===== src/rtl/alarm_pkg.sv =====
// alarm_pkg: shared state encoding and time-of-day limits for the alarm block
package alarm_pkg;
    typedef enum logic [1:0] {
        IDLE    = 2'd0,
        ARMED   = 2'd1,
        RINGING = 2'd2,
        SNOOZE  = 2'd3
    } state_t;
    localparam int HR_MAX  = 23;
    localparam int MIN_MAX = 59;
endpackage


===== src/rtl/alarm_time_add.sv =====
// alarm_time_add: hr:min plus a fixed minute offset (< 60) with minute and hour wrap
module alarm_time_add #(
    parameter int ADD_MIN = 5
) (
    input  logic [4:0] hr,
    input  logic [5:0] min,
    output logic [4:0] sum_hr,
    output logic [5:0] sum_min
);
    import alarm_pkg::*;
    logic [6:0] m;
    logic carry;
    always_comb begin
        m       = {1'b0, min} + 7'(ADD_MIN);
        carry   = m > 7'(MIN_MAX);
        sum_min = carry ? 6'(m - 7'(MIN_MAX + 1)) : m[5:0];
        sum_hr  = !carry ? hr : (hr == 5'(HR_MAX)) ? 5'd0 : hr + 5'd1;
    end
endmodule


===== src/rtl/alarm_ctrl.sv =====
// alarm_ctrl: alarm clock controller with snooze, auto-stop and validated time load
module alarm_ctrl #(
    parameter int SNOOZE_MIN = 5,
    parameter int RING_SEC   = 60,
    parameter int MAX_SNOOZE = 3
) (
    input  logic       clk,
    input  logic       rst,
    input  logic [5:0] sec,
    input  logic [5:0] min,
    input  logic [4:0] hr,
    input  logic       set_en,
    input  logic [4:0] set_hr,
    input  logic [5:0] set_min,
    input  logic       arm,
    input  logic       snooze,
    input  logic       stop,
    output logic       buzz,
    output logic       armed,
    output logic [1:0] state,
    output logic [1:0] snooze_cnt,
    output logic [4:0] alm_hr,
    output logic [5:0] alm_min,
    output logic       set_err
);
    import alarm_pkg::*;
    localparam int RW = $clog2(RING_SEC + 1);
    localparam logic [RW-1:0] RING_MAX = RW'(RING_SEC);
    state_t st, st_nx;
    logic [5:0] prev_sec, snz_min, tgt_min;
    logic [4:0] snz_hr, tgt_hr;
    logic [RW-1:0] ring_cnt;
    logic sec_edge, load_ok, alm_hit, snz_hit, ring_done;
    logic clr_cnt, do_snz, ring_clr;
    alarm_time_add #(.ADD_MIN(SNOOZE_MIN)) u_add (
        .hr(hr), .min(min), .sum_hr(tgt_hr), .sum_min(tgt_min)
    );
    assign sec_edge  = sec != prev_sec;
    assign load_ok   = set_en && (st == IDLE || st == ARMED) && set_hr <= 5'(HR_MAX) && set_min <= 6'(MIN_MAX);
    // a coinciding load replaces the alarm time, so the old match must not fire
    assign alm_hit   = sec_edge && sec == 6'd0 && hr == alm_hr && min == alm_min && !load_ok;
    assign snz_hit   = sec_edge && sec == 6'd0 && hr == snz_hr && min == snz_min;
    assign ring_done = sec_edge && ring_cnt >= RING_MAX - RW'(1);
    assign buzz      = st == RINGING;
    assign armed     = st != IDLE;
    assign state     = st;
    always_comb begin
        st_nx    = st;
        clr_cnt  = 1'b0;
        do_snz   = 1'b0;
        ring_clr = 1'b0;
        if (!arm) begin
            st_nx   = IDLE;
            clr_cnt = 1'b1;
        end else begin
            case (st)
                IDLE:    st_nx = ARMED;
                ARMED:   if (alm_hit) begin
                    st_nx    = RINGING;
                    ring_clr = 1'b1;
                end
                RINGING: if (stop || (!(snooze && snooze_cnt < 2'(MAX_SNOOZE)) && ring_done)) begin
                    st_nx   = ARMED;
                    clr_cnt = 1'b1;
                end else if (snooze && snooze_cnt < 2'(MAX_SNOOZE)) begin
                    st_nx  = SNOOZE;
                    do_snz = 1'b1;
                end
                SNOOZE:  if (snz_hit) begin
                    st_nx    = RINGING;
                    ring_clr = 1'b1;
                end
                default: st_nx = IDLE;
            endcase
        end
    end
    always_ff @(posedge clk or posedge rst) begin
        if (rst) begin
            st         <= IDLE;
            prev_sec   <= '0;
            snooze_cnt <= '0;
            alm_hr     <= '0;
            alm_min    <= '0;
            snz_hr     <= '0;
            snz_min    <= '0;
            ring_cnt   <= '0;
            set_err    <= 1'b0;
        end else begin
            st         <= st_nx;
            prev_sec   <= sec;
            set_err    <= set_en && !load_ok;
            snooze_cnt <= clr_cnt ? 2'd0 : do_snz ? snooze_cnt + 2'd1 : snooze_cnt;
            if (load_ok) begin
                alm_hr  <= set_hr;
                alm_min <= set_min;
            end
            if (do_snz) begin
                snz_hr  <= tgt_hr;
                snz_min <= tgt_min;
            end
            if (ring_clr)
                ring_cnt <= '0;
            else if (st == RINGING && sec_edge && ring_cnt != RING_MAX)
                ring_cnt <= ring_cnt + RW'(1);
        end
    end
endmodule


===== config.mk =====
export PLATFORM = sky130hd
export DESIGN_NAME = alarm_ctrl
export DESIGN_NICKNAME = d
export VERILOG_FILES = /design/src/rtl/alarm_pkg.sv /design/src/rtl/alarm_time_add.sv /design/src/rtl/alarm_ctrl.sv
export SDC_FILE = /design/constraint.sdc
export NUM_CORES = 1
export LEC_CHECK = 0
export CAP_MARGIN = 20
export CORE_MARGIN = 1.5
export CORE_UTILIZATION = 40
export CTS_CLUSTER_DIAMETER = 120
export DETAILED_ROUTE_END_ITERATION = 10
export HOLD_SLACK_MARGIN = 0.08
export PLACE_DENSITY = 0.66
export REMOVE_ABC_BUFFERS = 1
export SLEW_MARGIN = 30
export SYNTH_ARGS = -nofsm -noshare
export SYNTH_HDL_FRONTEND = slang
export SYNTH_SLANG_ARGS = --single-unit
export TNS_END_PERCENT = 1

===== constraint.sdc =====
create_clock -name clk -period 2.4 [get_ports clk]
set_clock_uncertainty 0.1 [all_clocks]
set_input_delay 0.48 -clock clk [delete_from_list [all_inputs] [get_ports clk]]
set_output_delay 0.48 -clock clk [all_outputs]
set_load 0.005 [all_outputs]

==> results of run 1 <==
[power by group through the flow]
stage	Clock (W)	Sequential, W	Combinational (W)
CTS	0.000543	0.000720	0.000355
floorplan	0	0.000727	0.000135
global route	0.000575	0.000725	0.000400
global placement	0	0.000732	0.000345
detailed placement	0	0.000732	0.000347
finish	0.000533	0.000719	0.000364
[stage by stage]
stage	power, W	hold slack (ns)	area [um2]
2_1_floorplan	0.0008621	0.3696	2271
3_3_place_gp	0.001076	0.3810	3139
3_5_place_dp	0.001079	0.3892	3139
4_1_cts	0.001617	0.4057	3279
5_1_grt	0.001699	0.4228	3324
6_report	0.001615	0.4007	3324
[sequential cells by signal, summed over array words and instances, names as in the netlist]
register and flops:
prev_sec 6, snz_hr 5, set_err 1, snooze_cnt 2, alm_hr 5, state 2
snz_min 6, alm_min 6, ring_cnt 6
[path summary, 6_finish.rpt]
kind	endpoint	slack (ns)	depth (start not counted)
worst max-delay path	snz_hr[4]$_DFFE_PP0P_	0.03	10
worst min register to register	snz_min[5]$_DFFE_PP0P_	0.40	1
min in group asynchronous	ring_cnt[0]$_DFFE_PP0P_	0.51	3
worst min-delay path	snz_min[5]$_DFFE_PP0P_	0.40	1
max in group asynchronous	snz_min[3]$_DFFE_PP0P_	1.36	3
worst max register to register	snz_min[5]$_DFFE_PP0P_	0.40	7
[final cells by class]
class | instances | area [um2] | share of cell area [%]
multi-input cells | 196 | 1329 | 39.97
flip-flops and latches | 39 | 975.9 | 29.36
repair buffers | 88 | 797.0 | 23.97
well taps | 72 | 90.09 | 2.710
clock buffers | 5 | 68.82 | 2.070
clock inverters | 2 | 37.54 | 1.129
inverters | 7 | 26.28 | 0.7904
[cell usage in the layout, fill, tap and decap left out, types with 8 or more instances in the layout]
cell,instances
xor2_1,23
xnor2_1,16
nor2_1,19
dfrtp_1,39
clkdlybuf4s50_1,46
nand3_1,8
nand2_1,43
buf_4,36
[layer usage]
layer / track usage, % / wire [um] / up-vias
met4: 7.895 / 63 / 0
met3: 3.543 / 264 / 4
met1: 28.21 / 2762 / 968
met2: 28.81 / 2524 / 54
met5: 0 / 0 / -
li1: - / - / 1033
[worst max-delay path, cell delays in order]
cell and delay (ns):
buf_4 0.13, a21o_4 0.22, xor2_2 0.17, ha_2 0.20, nand2_2 0.08, o21ai_2 0.06, a211oi_2 0.28, nand3_2 0.17
or4b_4 0.55, a31oi_1 0.14
[logic make-up after synthesis]
kind of cell	count (synthesis)	synth area share, %
AOI/OAI and AO/OA	35	10.22
xor gates and xnor gates	41	15.59
buffers and inverters	19	4.524
DFF	39	41.51
muxes	1	0.4789
and+or+nand+nor	111	23.42
adders and majority gates	8	4.258
[what timing repair did]
| action | 4_1_cts | 5_1_grt |
|---|---|---|
| pin swaps | 7 | 11 |
| setup buffers | 2 | 1 |
| endpoints found under the setup margin | 8 | 14 |
| gates resized for setup | 11 | 18 |
==> results.cfg, run 1 <==
[run_status]
outcome = completed

[finish]
utilization_pct = 59.64
layoutNonFillerInstCount = 409
drive_above_1_share_pct = 19.88
layout.nets = 379
layout.filler_cells = 512
antennaDiodeCount = 0
areaGrowthSynthToFinish_pct = 41.41

[synth]
synth.top_cells.by_count = nand2_1, dfrtp_1, xor2_1
synth.most_common_cell = nand2_1
syn_inst = 254
post_synth_main_area_contributors = dfrtp_1, xor2_1, nand2_1
synth_seq_cells = 39
yosysSeqAreaShare_pct = 41.51
synth_edf_count = 0
post-synth-top-area-cell = dfrtp_1
syn_avg_cell_area_um2 = 9.256
yosys_top_cell_area_share_pct = 41.51
ys_dominant_reg_cell = dfrtp_1
asyncSetResetFlopFracSynth_pct = 100.0
synth_area_mm2 = 0.002351
synth-warning-count = 0
synth.lib_cells_used.distinct = 49

[die]
i_o_pins = 52
floorplan.initialDensity_pct = 42.18
die_y_um = 79.67
die_w_um = 79.67
core.rowCount = 27
core_mm2 = 0.005574
area_of_the_die_mm2 = 0.006347

[cts]
clk-insertion-delay-late_ns = 0.29
cts_max_path_buffers = 2
clockRootBuffer = clkbuf_8
cts-buffers-inserted = 5
clkSlewWorstSetupHoldPaths_ns = 0.07
tritoncts = done
numClockSinks = 39
cts_hold_bufs = 0
cts_max_level = 2

[power_and_ir_drop]
cellLeakagePower_nw = 1.500
share_seq_of_total_power_pct = 44.5
p_sw_w = 0.0004170
netSwitchingFraction_pct = 25.81
power.share.combinational_pct = 22.5
part_of_the_power_in_the_clock_network_pct = 33.0
internal-power_w = 0.001198
p_per_area_mw_per_mm2 = 485.9
vdd.ir_drop.worst_v = 0.0002654

[worst_setup_path]
worstPathArrival_ns = 2.48
cp_data_required_time_ns = 2.51
timing_worst_setup_path_type = in -> reg
setup.worst_path.end_class = flop
critical_path.reg2reg.startpoint = snooze_cnt[0]$_DFFE_PP0P_
worst_setup_path_startpoint = min[0]
cp_launch_type = input port
crit_path_max_fanout = 5

[placed_design]
dp_cells = 399
portBuffers = 51
pre_cts_slack_ns = -0.7016
place.gp.congestion = 0.8286
place.detailed.hpwl_um = 4235

[global_route]
grt_usage_pct = 19.58
global_route.overflow_total = 0
grt_max_degree = 40
grt_pass1_wl_um = 9522
initial_antenna_violation_count = 0
number_of_global_route_vias_before_repair = 1986

[sta]
worst_slack_ns = 0.03436
max-slew-margin-rel_pct = 53.52
max_clk_rate_mhz = 422.7
min_period_ns = 2.366
timing.final.hold_violations = 0
period_share_pct = 98.57
finalSetupViolations = 0
grt_setup_unrepaired = true
drv_slew = 0
tns_ns = 0
least_margin_pin_slew_ns = 0.6958

[flow_run]
drv_cap = 0

[route]
drt-vias-per-instance = 5.034
wl_um = 5614
drtPass1Iterations = 4
detail_route.iter0.violations = 122
final_antenna_net_count = 0
detailroute.via_count = 2059
drcViolationCount = 0
wire_per_inst_um = 13.73

[hold_path]
hold_path.startpoint = snz_min[5]$_DFFE_PP0P_
min-delay-path-class = reg -> reg
Power figures use the tool's default switching activity.
==> run 2: changes to the inputs <==
--- a/config.mk
+++ b/config.mk
@@ -5,6 +5,7 @@
 export SDC_FILE = /design/constraint.sdc
 export NUM_CORES = 1
 export LEC_CHECK = 0
+export ABC_AREA = 0
 export CAP_MARGIN = 20
 export CORE_MARGIN = 1.5
 export CORE_UTILIZATION = 40
==> results of run 2 <==
The final DEF is identical to that of run 1; final timing and power are the same.
